### src/rtl/median_wake_detector_if.sv
// Bus bundle for median_wake_detector: control/threshold in, pixel
// address/data, window results, frame status and wake flag.
interface median_wake_detector_if #(
    parameter int IMG_W = 160,
    parameter int IMG_H = 120,
    parameter int WIN   = 2
);
    localparam int XW  = $clog2(IMG_W);
    localparam int YW  = $clog2(IMG_H);
    localparam int NWX = IMG_W / WIN;
    localparam int NWY = IMG_H / WIN;
    localparam int CW  = $clog2(NWX * NWY + 1);
    // Window-coordinate widths kept at least 1 bit for single-window dims.
    localparam int MXW = (NWX > 1) ? $clog2(NWX) : 1;
    localparam int MYW = (NWY > 1) ? $clog2(NWY) : 1;

    logic           start;
    logic           wake_clear;
    logic [CW-1:0]  threshold;
    logic           data_in;
    logic [XW-1:0]  x_addr;
    logic [YW-1:0]  y_addr;
    logic           rd_en;
    logic           busy;
    logic           median_valid;
    logic           median_bit;
    logic [MXW-1:0] med_x;
    logic [MYW-1:0] med_y;
    logic           frame_done;
    logic [CW-1:0]  active_count;
    logic           wake;

    modport slave (
        input  start, wake_clear, threshold, data_in,
        output x_addr, y_addr, rd_en, busy, median_valid, median_bit,
               med_x, med_y, frame_done, active_count, wake
    );

    modport master (
        output start, wake_clear, threshold, data_in,
        input  x_addr, y_addr, rd_en, busy, median_valid, median_bit,
               med_x, med_y, frame_done, active_count, wake
    );
endinterface

### src/rtl/median_wake_detector.sv
// Binary median over non-overlapping WIN x WIN windows of a frame read
// one pixel per cycle, with per-frame active-window count and a sticky
// wake flag gated on CONSEC consecutive over-threshold frames.
module median_wake_detector #(
    parameter int IMG_W   = 160,
    parameter int IMG_H   = 120,
    parameter int WIN     = 2,
    parameter int MED_MIN = (WIN * WIN) / 2 + 1,
    parameter int CONSEC  = 2
) (
    input  logic                   clk,
    input  logic                   reset,
    median_wake_detector_if.slave  bus
);
    localparam int XW  = $clog2(IMG_W);
    localparam int YW  = $clog2(IMG_H);
    localparam int NWX = IMG_W / WIN;
    localparam int NWY = IMG_H / WIN;
    localparam int CW  = $clog2(NWX * NWY + 1);
    localparam int MXW = (NWX > 1) ? $clog2(NWX) : 1;
    localparam int MYW = (NWY > 1) ? $clog2(NWY) : 1;
    localparam int PW  = (WIN > 1) ? $clog2(WIN) : 1;
    localparam int OW  = $clog2(WIN * WIN + 1);
    localparam int SW  = 4;

    typedef enum logic [1:0] {S_IDLE, S_SCAN, S_DRAIN, S_DONE} state_t;

    state_t         r_state;
    logic [XW-1:0]  r_x;
    logic [YW-1:0]  r_y;
    logic [PW-1:0]  r_px, r_py;
    logic [MXW-1:0] r_wx;
    logic [MYW-1:0] r_wy;
    logic           r_rd_en, r_busy, r_frame_done, r_wake;
    logic [CW-1:0]  r_thr, r_active;
    logic [SW-1:0]  r_streak;

    // Sample-stage tags travel one cycle behind the address they belong to.
    logic           r_pvld, r_plast;
    logic [MXW-1:0] r_pwx, r_mx;
    logic [MYW-1:0] r_pwy, r_my;
    logic [OW-1:0]  r_ones;
    logic           r_mvld, r_mbit;
    logic [CW-1:0]  r_count;

    logic           w_win_last, w_frame_last, w_accept, w_hit, w_bit;
    logic [SW-1:0]  w_streak_n;
    logic [OW-1:0]  w_ones_n;

    assign w_win_last   = (r_px == PW'(WIN - 1)) && (r_py == PW'(WIN - 1));
    assign w_frame_last = w_win_last && (r_wx == MXW'(NWX - 1)) && (r_wy == MYW'(NWY - 1));
    assign w_accept     = (r_state == S_IDLE) && bus.start;
    assign w_hit        = r_count > r_thr;
    assign w_streak_n   = !w_hit ? '0 :
                          (r_streak == SW'(CONSEC)) ? r_streak : r_streak + 1'b1;
    assign w_ones_n     = r_ones + OW'(bus.data_in);
    assign w_bit        = w_ones_n >= OW'(MED_MIN);

    // Scan FSM: address generation, frame completion and wake/streak tracking.
    always_ff @(posedge clk) begin
        if (reset) begin
            r_state <= S_IDLE;
            r_x <= '0; r_y <= '0; r_px <= '0; r_py <= '0; r_wx <= '0; r_wy <= '0;
            r_rd_en <= 1'b0; r_busy <= 1'b0; r_frame_done <= 1'b0; r_wake <= 1'b0;
            r_thr <= '0; r_active <= '0; r_streak <= '0;
        end else begin
            r_frame_done <= 1'b0;
            case (r_state)
                S_IDLE: if (bus.start) begin
                    r_thr   <= bus.threshold;
                    r_x <= '0; r_y <= '0; r_px <= '0; r_py <= '0; r_wx <= '0; r_wy <= '0;
                    r_rd_en <= 1'b1;
                    r_busy  <= 1'b1;
                    r_state <= S_SCAN;
                end
                S_SCAN: begin
                    if (w_frame_last) begin
                        r_rd_en <= 1'b0;
                        r_state <= S_DRAIN;
                    end else if (r_px != PW'(WIN - 1)) begin
                        r_px <= r_px + 1'b1;
                        r_x  <= r_x + 1'b1;
                    end else if (r_py != PW'(WIN - 1)) begin
                        // next row inside the same window
                        r_px <= '0;
                        r_py <= r_py + 1'b1;
                        r_x  <= r_x - XW'(WIN - 1);
                        r_y  <= r_y + 1'b1;
                    end else if (r_wx != MXW'(NWX - 1)) begin
                        // next window to the right, back to its top row
                        r_px <= '0; r_py <= '0;
                        r_wx <= r_wx + 1'b1;
                        r_x  <= r_x + 1'b1;
                        r_y  <= r_y - YW'(WIN - 1);
                    end else begin
                        // first window of the next window row
                        r_px <= '0; r_py <= '0; r_wx <= '0;
                        r_wy <= r_wy + 1'b1;
                        r_x  <= '0;
                        r_y  <= r_y + 1'b1;
                    end
                end
                S_DRAIN: if (!r_pvld) begin
                    // last sample consumed, so r_count is final
                    r_frame_done <= 1'b1;
                    r_active     <= r_count;
                    r_streak     <= w_streak_n;
                    if (w_streak_n == SW'(CONSEC)) r_wake <= 1'b1;
                    r_state      <= S_DONE;
                end
                S_DONE: begin
                    r_busy  <= 1'b0;
                    r_state <= S_IDLE;
                end
                default: r_state <= S_IDLE;
            endcase
            // Clear overrides any streak/wake update, including this frame's hit.
            if (bus.wake_clear) begin
                r_wake   <= 1'b0;
                r_streak <= '0;
            end
        end
    end

    // Data path: accumulate ones per window, emit result, count active windows.
    always_ff @(posedge clk) begin
        if (reset) begin
            r_pvld <= 1'b0; r_plast <= 1'b0; r_pwx <= '0; r_pwy <= '0;
            r_ones <= '0; r_mvld <= 1'b0; r_mbit <= 1'b0; r_mx <= '0; r_my <= '0;
            r_count <= '0;
        end else begin
            r_pvld  <= r_rd_en;
            r_plast <= w_win_last;
            r_pwx   <= r_wx;
            r_pwy   <= r_wy;
            r_mvld  <= 1'b0;
            if (w_accept) begin
                r_ones  <= '0;
                r_count <= '0;
            end else if (r_pvld) begin
                if (r_plast) begin
                    r_ones <= '0;
                    r_mvld <= 1'b1;
                    r_mbit <= w_bit;
                    r_mx   <= r_pwx;
                    r_my   <= r_pwy;
                    if (w_bit) r_count <= r_count + 1'b1;
                end else begin
                    r_ones <= w_ones_n;
                end
            end
        end
    end

    assign bus.x_addr       = r_x;
    assign bus.y_addr       = r_y;
    assign bus.rd_en        = r_rd_en;
    assign bus.busy         = r_busy;
    assign bus.median_valid = r_mvld;
    assign bus.median_bit   = r_mbit;
    assign bus.med_x        = r_mx;
    assign bus.med_y        = r_my;
    assign bus.frame_done   = r_frame_done;
    assign bus.active_count = r_active;
    assign bus.wake         = r_wake;
endmodule

### src/flat_wrapper.sv
// flat-port wrapper written by rule: the top's interface ports become plain ports
module median_wake_detector_flat 
#(
    parameter int IMG_W   = 160,
    parameter int IMG_H   = 120,
    parameter int WIN     = 2,
    parameter int MED_MIN = (WIN * WIN) / 2 + 1,
    parameter int CONSEC  = 2
)
  (clk, reset, bus_start, bus_wake_clear, bus_threshold, bus_data_in, bus_x_addr, bus_y_addr, bus_rd_en, bus_busy, bus_median_valid, bus_median_bit, bus_med_x, bus_med_y, bus_frame_done, bus_active_count, bus_wake);
  median_wake_detector_if #(.IMG_W(IMG_W), .IMG_H(IMG_H), .WIN(WIN)) bus_i ();
  input  logic clk;
  input  logic reset;
  input wire logic [$bits(bus_i.start)-1:0] bus_start;
  input wire logic [$bits(bus_i.wake_clear)-1:0] bus_wake_clear;
  input wire logic [$bits(bus_i.threshold)-1:0] bus_threshold;
  input wire logic [$bits(bus_i.data_in)-1:0] bus_data_in;
  output wire logic [$bits(bus_i.x_addr)-1:0] bus_x_addr;
  output wire logic [$bits(bus_i.y_addr)-1:0] bus_y_addr;
  output wire logic [$bits(bus_i.rd_en)-1:0] bus_rd_en;
  output wire logic [$bits(bus_i.busy)-1:0] bus_busy;
  output wire logic [$bits(bus_i.median_valid)-1:0] bus_median_valid;
  output wire logic [$bits(bus_i.median_bit)-1:0] bus_median_bit;
  output wire logic [$bits(bus_i.med_x)-1:0] bus_med_x;
  output wire logic [$bits(bus_i.med_y)-1:0] bus_med_y;
  output wire logic [$bits(bus_i.frame_done)-1:0] bus_frame_done;
  output wire logic [$bits(bus_i.active_count)-1:0] bus_active_count;
  output wire logic [$bits(bus_i.wake)-1:0] bus_wake;
  assign bus_i.start = bus_start;
  assign bus_i.wake_clear = bus_wake_clear;
  assign bus_i.threshold = bus_threshold;
  assign bus_i.data_in = bus_data_in;
  assign bus_x_addr = bus_i.x_addr;
  assign bus_y_addr = bus_i.y_addr;
  assign bus_rd_en = bus_i.rd_en;
  assign bus_busy = bus_i.busy;
  assign bus_median_valid = bus_i.median_valid;
  assign bus_median_bit = bus_i.median_bit;
  assign bus_med_x = bus_i.med_x;
  assign bus_med_y = bus_i.med_y;
  assign bus_frame_done = bus_i.frame_done;
  assign bus_active_count = bus_i.active_count;
  assign bus_wake = bus_i.wake;
  median_wake_detector #(.IMG_W(IMG_W), .IMG_H(IMG_H), .WIN(WIN), .MED_MIN(MED_MIN), .CONSEC(CONSEC)) u_core (.clk(clk), .reset(reset), .bus(bus_i));
endmodule
### config.mk
export PLATFORM = sky130hd
export DESIGN_NAME = median_wake_detector_flat
export DESIGN_NICKNAME = d
export VERILOG_FILES = /design/src/rtl/median_wake_detector_if.sv /design/src/rtl/median_wake_detector.sv /design/src/flat_wrapper.sv
export SDC_FILE = /design/constraint.sdc
export NUM_CORES = 1
export LEC_CHECK = 0
export ABC_AREA = 1
export CAP_MARGIN = 40
export CORE_MARGIN = 3
export CORE_UTILIZATION = 56
export CTS_CLUSTER_SIZE = 24
export DETAILED_ROUTE_END_ITERATION = 10
export PLACE_DENSITY = 0.88
export SLEW_MARGIN = 20
export SYNTH_ARGS = -nofsm -noshare
export SYNTH_HDL_FRONTEND = slang
export SYNTH_SLANG_ARGS = --single-unit
export TNS_END_PERCENT = 10
### constraint.sdc
create_clock -name clk -period 4.46 [get_ports clk]
set_clock_uncertainty 0.05 [all_clocks]
set_input_delay 0.669 -clock clk [delete_from_list [all_inputs] [get_ports clk]]
set_output_delay 0.669 -clock clk [all_outputs]
set_load 0.02 [all_outputs]
# After elaboration in Yosys (flattened, before gate mapping)
# Cells that the tools add are included.
# Widths: inputs -> output; s select.
[totals] elab_cells=122 reg_bits=112 mem_bits_ro=0 latchBits=0 memories=0 ramBits=0 in_bits=18
[op_classes] mux=44 shifts=0 reduce_logical=23 bitwise_logic=3 n_eq_ne=15 addsub=11 multipliers=0 order_cmp=2 n_div=0
[op_table] cell="$mux 7" count=9
[op_table] cell="$mux 8" count=5
[op_table] cell="$mux 6" count=5
[op_table] cell="$pmux 7 s2" count=2
[op_table] cell="$reduce_and 3->1" count=6
[op_table] cell="$pmux 8 s2" count=1
[op_table] cell="$add 7x1->7 const B" count=2
[op_table] cell="$add 13x1->13 const B" count=1
[op_table] cell="$gt 13x13->1" count=1
[op_table] cell="$pmux 6 s2" count=1
[op_table] cell="$mux 1" count=10
[op_table] cell="$add 8x1->8 const B" count=1
[op_table] cell="$eq 4x2->1 const B" count=2
[op_table] cell="$mux 4" count=2
[op_table] cell="$ne 2x2->1 const B" count=4
[op_table] cell="$pmux 1 s2" count=4
[op_table] cell="$pmux 2 s4" count=1
[op_table] cell="$sub 8x1->8 const B" count=1
[op_table] cell="$eq 7x7->1 const B" count=1
[op_table] cell="$ne 7x7->1 const B" count=1
[op_table] cell="$sub 7x1->7 const B" count=1
[op_table] cell="$add 6x1->6 const B" count=1
[op_table] cell="$eq 6x6->1 const B" count=1
[op_table] cell="$mux 2" count=3
[op_table] cell="other kinds (18)" count=32

# Longest topological paths before layout
[depth] word_depth=6 depth_mapped=12

# Least setup slack after synthesis
# Ideal clock, no wire load.
[synth_path] path_type="input to register" from="in bus_data_in" to="reg u_core.r_count[9]" n_path_buf=0 setup_ps=128 setup_slack_ps=2361 cell_stages=10 arrival_time_ps=1921 path_cell_list="ha_1 -> ha_1 -> xnor2_1 -> nand2_1 -> nand2_2 -> nor2_2 -> nand2_1 -> nor2_1 -> xor2_1 -> nor2_1"
[synth_via] elab_chain_len=3
[synth_rtl] item="start: declaration" line_no="flat_wrapper.sv:17" source="input wire logic [$bits(bus_i.data_in)-1:0] bus_data_in;"
[synth_rtl] item="$add 3x1->3" line_no="median_wake_detector.sv:56" source="assign w_ones_n = r_ones + OW'(bus.data_in);"
[synth_rtl] item="$ge 3x2->1" line_no="median_wake_detector.sv:57" source="assign w_bit = w_ones_n >= OW'(MED_MIN);"
[synth_rtl] item="$reduce_and 3->1 (no line)"
[synth_rtl] item="end signal: assignment" line_no="median_wake_detector.sv:147" source="if (w_bit) r_count <= r_count + 1'b1;"
[synth_rtl] item="end: declaration" line_no="median_wake_detector.sv:44" source="logic [CW-1:0] r_count;"
# No other way between the ends.
# A chain may end at the register's enable or synchronous reset.

# Worst setup path in the final report
[layout_path] from="in bus_start" to="reg u_core.r_mx[2], in the netlist u_core.bus.med_x[2]"
[layout_via] elab_chain_len=3
[layout_rtl] item="start: declaration" line_no="flat_wrapper.sv:14" source="input wire logic [$bits(bus_i.start)-1:0] bus_start;"
[layout_rtl] item="$logic_and 1x1->1" line_no="median_wake_detector.sv:52" source="assign w_accept = (r_state == S_IDLE) && bus.start;"
[layout_rtl] item="$not 1->1 (no line)"
[layout_rtl] item="$reduce_and 3->1 (no line)"
[layout_rtl] item="end signal: assignment" line_no="median_wake_detector.sv:145" source="r_mx <= r_pwx;"
[layout_rtl] item="end: declaration" line_no="median_wake_detector.sv:40" source="logic [MXW-1:0] r_pwx, r_mx;"
# No other way between the ends.

==> summary by stage <==
Outcome
The run finished with clean final reports.

Clock tree
CTS built an H-tree with a depth of 3. The clock input transition at the sequential cells of the worst setup and hold paths is approximately 0.11 ns. For the worst-skew pair, the clock arrives at the later sink with an insertion delay of 0.38 ns. Buffers inserted during clock tree synthesis total 9. The number of gates resized after CTS was 0.

In this run the deepest clock path goes through 2 buffers. TritonCTS built the clock tree. The tree built by TritonCTS fans out to roughly 110 sinks. The number of post-CTS setup repair buffers is 0. CTS placed an instance of sky130_fd_sc_hd__clkbuf_8 at the clock tree root.

The number of buffers added to fix hold violations after cts is 0.

Pwr
In this run the power density over the cells is 485 nW/µm². Internal power comes to 1.85 mW. The switching share of power is 39.3%. The reported net switching power is 1.20 mW. The leakage power is 2.53 nW.

The clock network burns 21.3% of the power. The design draws 3.05 mW. The worst-case IR drop observed on VDD is 0.376 mV. The combinational share of power is between 30% and 40%. The sequential share of power is 40.9%.

Yosys
The gate count of the mapped netlist is 720. Sorting the synthesized cells by area gives the leading types as sky130_fd_sc_hd__dfxtp_1 42%, sky130_fd_sc_hd__nand2_1 7.5%, sky130_fd_sc_hd__nor2_1 7.1%, sky130_fd_sc_hd__ha_1 6.6%, sky130_fd_sc_hd__a21oi_1 6.5%. The count of cell types in the netlist is 40. Each instance of the synthesized netlist takes up on average 7.39 µm². The synthesized design contains ~110 register bits. The total number of yosys warnings is 0. The cell type contributing the most total cell area after synthesis is sky130_fd_sc_hd__dfxtp_1.

The number of nets handed over by synthesis was 766. The most instantiated flip-flop cell in the synthesis netlist is sky130_fd_sc_hd__dfxtp_1. The share of the synthesized area in the top cell type is 42.1%. Of all flip-flops after synthesis, the portion carrying an async set or reset was 0%.

Of the synthesized area, sequential elements account for 42.1%. Summing every instance area after synthesis gives 5320 µm². The number of enable flip-flop cells after synthesis is 0.

Timing
The final hold violation count was 0. The number of setup violations in the final report is 0. The max-slew violation count is 0.

The worst path needs 2.68 ns of the cycle, external delays included. At the pin with the least slew margin, the transition time is 0.754 ns. Setup repair after global routing left no endpoint under its margin.

The worst-case headroom to the max-slew limit is 49.5%. After routing, the total negative slack on setup checks comes to 0 ns. The worst hold slack is ~0.41 ns. The highest clock frequency the design can meet is 373 MHz. Of the available clock period, the critical path in the final layout requires 60.1%. The worst path meets setup with between 1.5 and 2 ns of slack.

Setup path
Along the worst path, the maximum fanout reaches 28. The slack of the worst reg-to-reg path is 1.79 ns. Data on the critical path arrives at its endpoint at around 2.9 ns. The endpoint of the most critical setup path is u_core.bus.med_x[2]. The number of cells on the worst reg-to-reg path is 8. The reg-to-reg critical path startpoint is u_core.r_state[0]. The endpoint identified for the worst register-to-register timing path is u_core.bus.med_x[2].

The type of the setup path with the least slack is primary input to flip-flop. The startpoint type of the worst setup path is a primary input. The critical path startpoint is bus_start. The endpoint kind of the worst setup timing path is a flip-flop. At the worst endpoint, the required time is approximately 4.7 ns.

Drt
The total number of vias is 4893. The per-cell routed wire length is 13.2 µm. The antenna violation net count after detailed routing is 0.

The pre-antenna-repair detailed-routing pass consisted of 5 iterations. The count of unresolved DRC violations after routing is 0. The initial DRC count is 285. The total length of routed wires is 12000 µm. The mean number of vias per cell is 5.38.

Global routing
Global routing used 23.4% of the available tracks. The global-route wire length before repair is about 20000 µm. The most heavily used metal layer in global routing is met2.

The via count of the first global-routing pass was around 4700. Entering global routing, the biggest net connects 50 pins. For met3 alone, demand over resource in global routing was 4.83%. For this run, global-route usage on met2 was measured as about two fifths. The initial antenna violation count was 0. The aggregate global routing overflow is 0. The met1 track demand over resource in global routing is between 20 and 30%.

Layout
The flip-flop and latch area is 2240 µm². The repair_antennas step left the layout with diodes totalling 0. The number of inserted filler cells in the final layout is approximately 710. The final layout contains 824 nets. The layout overhead on the synthesized area is 17.9%. The count of placed standard cells in the final layout, fillers left out is 909. The area occupied by multi-input gates is 2630 µm². Of the cells placed in the final design, the portion with a size suffix greater than 1 is 6.39%. The utilization after layout is between 60% and 70%. Summing all non-filler instances in the final layout gives an area of 6270 µm².

Place
In this run, placement finished with an instance count of about 890. The post-detailed-placement cell area is 6060 µm². In this run the tool buffered the top-level ports with 64 buffer cells. The placer's final routability congestion estimate is 0.925. Once detailed placement completed, the half-perimeter wirelength came to 8750 µm. The worst-case setup slack after placement is roughly 1.4 ns.

Floorplanning
The number of rows created at floorplan is 34. The floorplan die height is 103 µm. The number of I/O pins is 65. The horizontal die dimension is between 100 and 150 µm. The initial core utilization is roughly three fifths. The floorplan core area is 8980 µm². The full die area is 10700 µm².

Flow run
Max-cap violations in this run came to 0.

Hold path
The path type of the worst min-delay path is flip-flop to flip-flop.
area by class of cell:
type	count	area share, %
multi-input cells	490	41.9
flip-flops and latches	112	35.7
repair buffers	66	10.4
inverters	99	6.00
well taps	126	2.51
clock buffers	10	2.19
clock inverters	6	1.26
cells in the final DEF (no fill, tap or decap), types with 20 or more instances in the layout:
cell type and n:
sky130_fd_sc_hd__clkdlybuf4s50_1 64, sky130_fd_sc_hd__a21oi_1 69, sky130_fd_sc_hd__inv_1 86, sky130_fd_sc_hd__nor3_1 21
sky130_fd_sc_hd__nand2_1 107, sky130_fd_sc_hd__dfxtp_1 112, sky130_fd_sc_hd__xor2_1 20, sky130_fd_sc_hd__ha_1 28
sky130_fd_sc_hd__nand3_1 28, sky130_fd_sc_hd__nor2_1 101, sky130_fd_sc_hd__o21ai_0 61
sequential cells by signal, indices dropped and copies added, names as in the netlist, 6 cells and up:
| name | flops |
|---|---|
| u_core.r_count | 13 |
| u_core.bus.y_addr | 7 |
| u_core.r_pwx | 7 |
| u_core.r_pwy | 6 |
| u_core.bus.x_addr | 8 |
| u_core.r_thr | 13 |
| u_core.r_wy | 6 |
| u_core.bus.med_x | 7 |
| u_core.r_wx | 7 |
| u_core.bus.active_count | 13 |
| u_core.bus.med_y | 6 |
worst min-delay path by stage:
stage / startpoint / end / slack (ns) / cells past startpoint
2_1_floorplan: u_core.r_pwx[0] / u_core.bus.med_x[0] / 0.38 / 2
3_3_place_gp: u_core.r_pwx[2] / u_core.bus.med_x[2] / 0.39 / 2
3_5_place_dp: u_core.bus.wake / u_core.bus.wake / 0.39 / 2
4_1_cts: u_core.bus.wake / u_core.bus.wake / 0.41 / 2
5_1_grt: u_core.r_pwx[6] / u_core.bus.med_x[6] / 0.43 / 2
6_report: u_core.bus.wake / u_core.bus.wake / 0.41 / 2
synthesized netlist by cell type, types with 3 or more instances:
master,n
sky130_fd_sc_hd__o21ai_1,14
sky130_fd_sc_hd__nand2_2,3
sky130_fd_sc_hd__nor2_1,101
sky130_fd_sc_hd__nand2_1,107
sky130_fd_sc_hd__nand3_1,28
sky130_fd_sc_hd__o21ai_0,61
sky130_fd_sc_hd__dfxtp_1,112
sky130_fd_sc_hd__nand4_1,6
sky130_fd_sc_hd__inv_1,87
sky130_fd_sc_hd__inv_2,9
sky130_fd_sc_hd__nor2_2,4
sky130_fd_sc_hd__xor2_1,20
sky130_fd_sc_hd__a21oi_1,69
sky130_fd_sc_hd__ha_1,28
sky130_fd_sc_hd__clkbuf_1,15
sky130_fd_sc_hd__o22ai_1,3
sky130_fd_sc_hd__nor3_1,21
routing by layer:
metal	vias up	share of wire [%]
li1	2439	-
met1	2262	43
met2	163	49
met3	29	5.4
met4	0	2.5
met5	-	0
critical path, stage by stage:
cell and delay (ns):
sky130_fd_sc_hd__clkdlybuf4s50_1 0.46, sky130_fd_sc_hd__nand2_2 0.39, sky130_fd_sc_hd__inv_2 0.11, sky130_fd_sc_hd__nor2_1 0.60, sky130_fd_sc_hd__inv_1 0.41, sky130_fd_sc_hd__nor2_1 0.21
sky130_fd_sc_hd__nor2_1 0.07
power groups by stage:
stage          logic [mW]  clock network [mW]  registers (mW)
6_report             1.15               0.650            1.25
3_5_place_dp         1.14                   0            1.27
5_1_grt              1.29               0.703            1.26
4_1_cts              1.15               0.660            1.25
2_1_floorplan       0.720                   0            1.33
3_3_place_gp         1.09                   0            1.26
logic make-up after synthesis:
group,Yosys count,synth area share (%)
and+or+nand+nor,284,23.7
xor gates and xnor gates,22,3.62
buffers and inverters,118,8.53
adders and majority gates,28,6.58
AOI/OAI and AO/OA,156,15.5
DFF,112,42.1
Power figures use the tool's default switching activity.
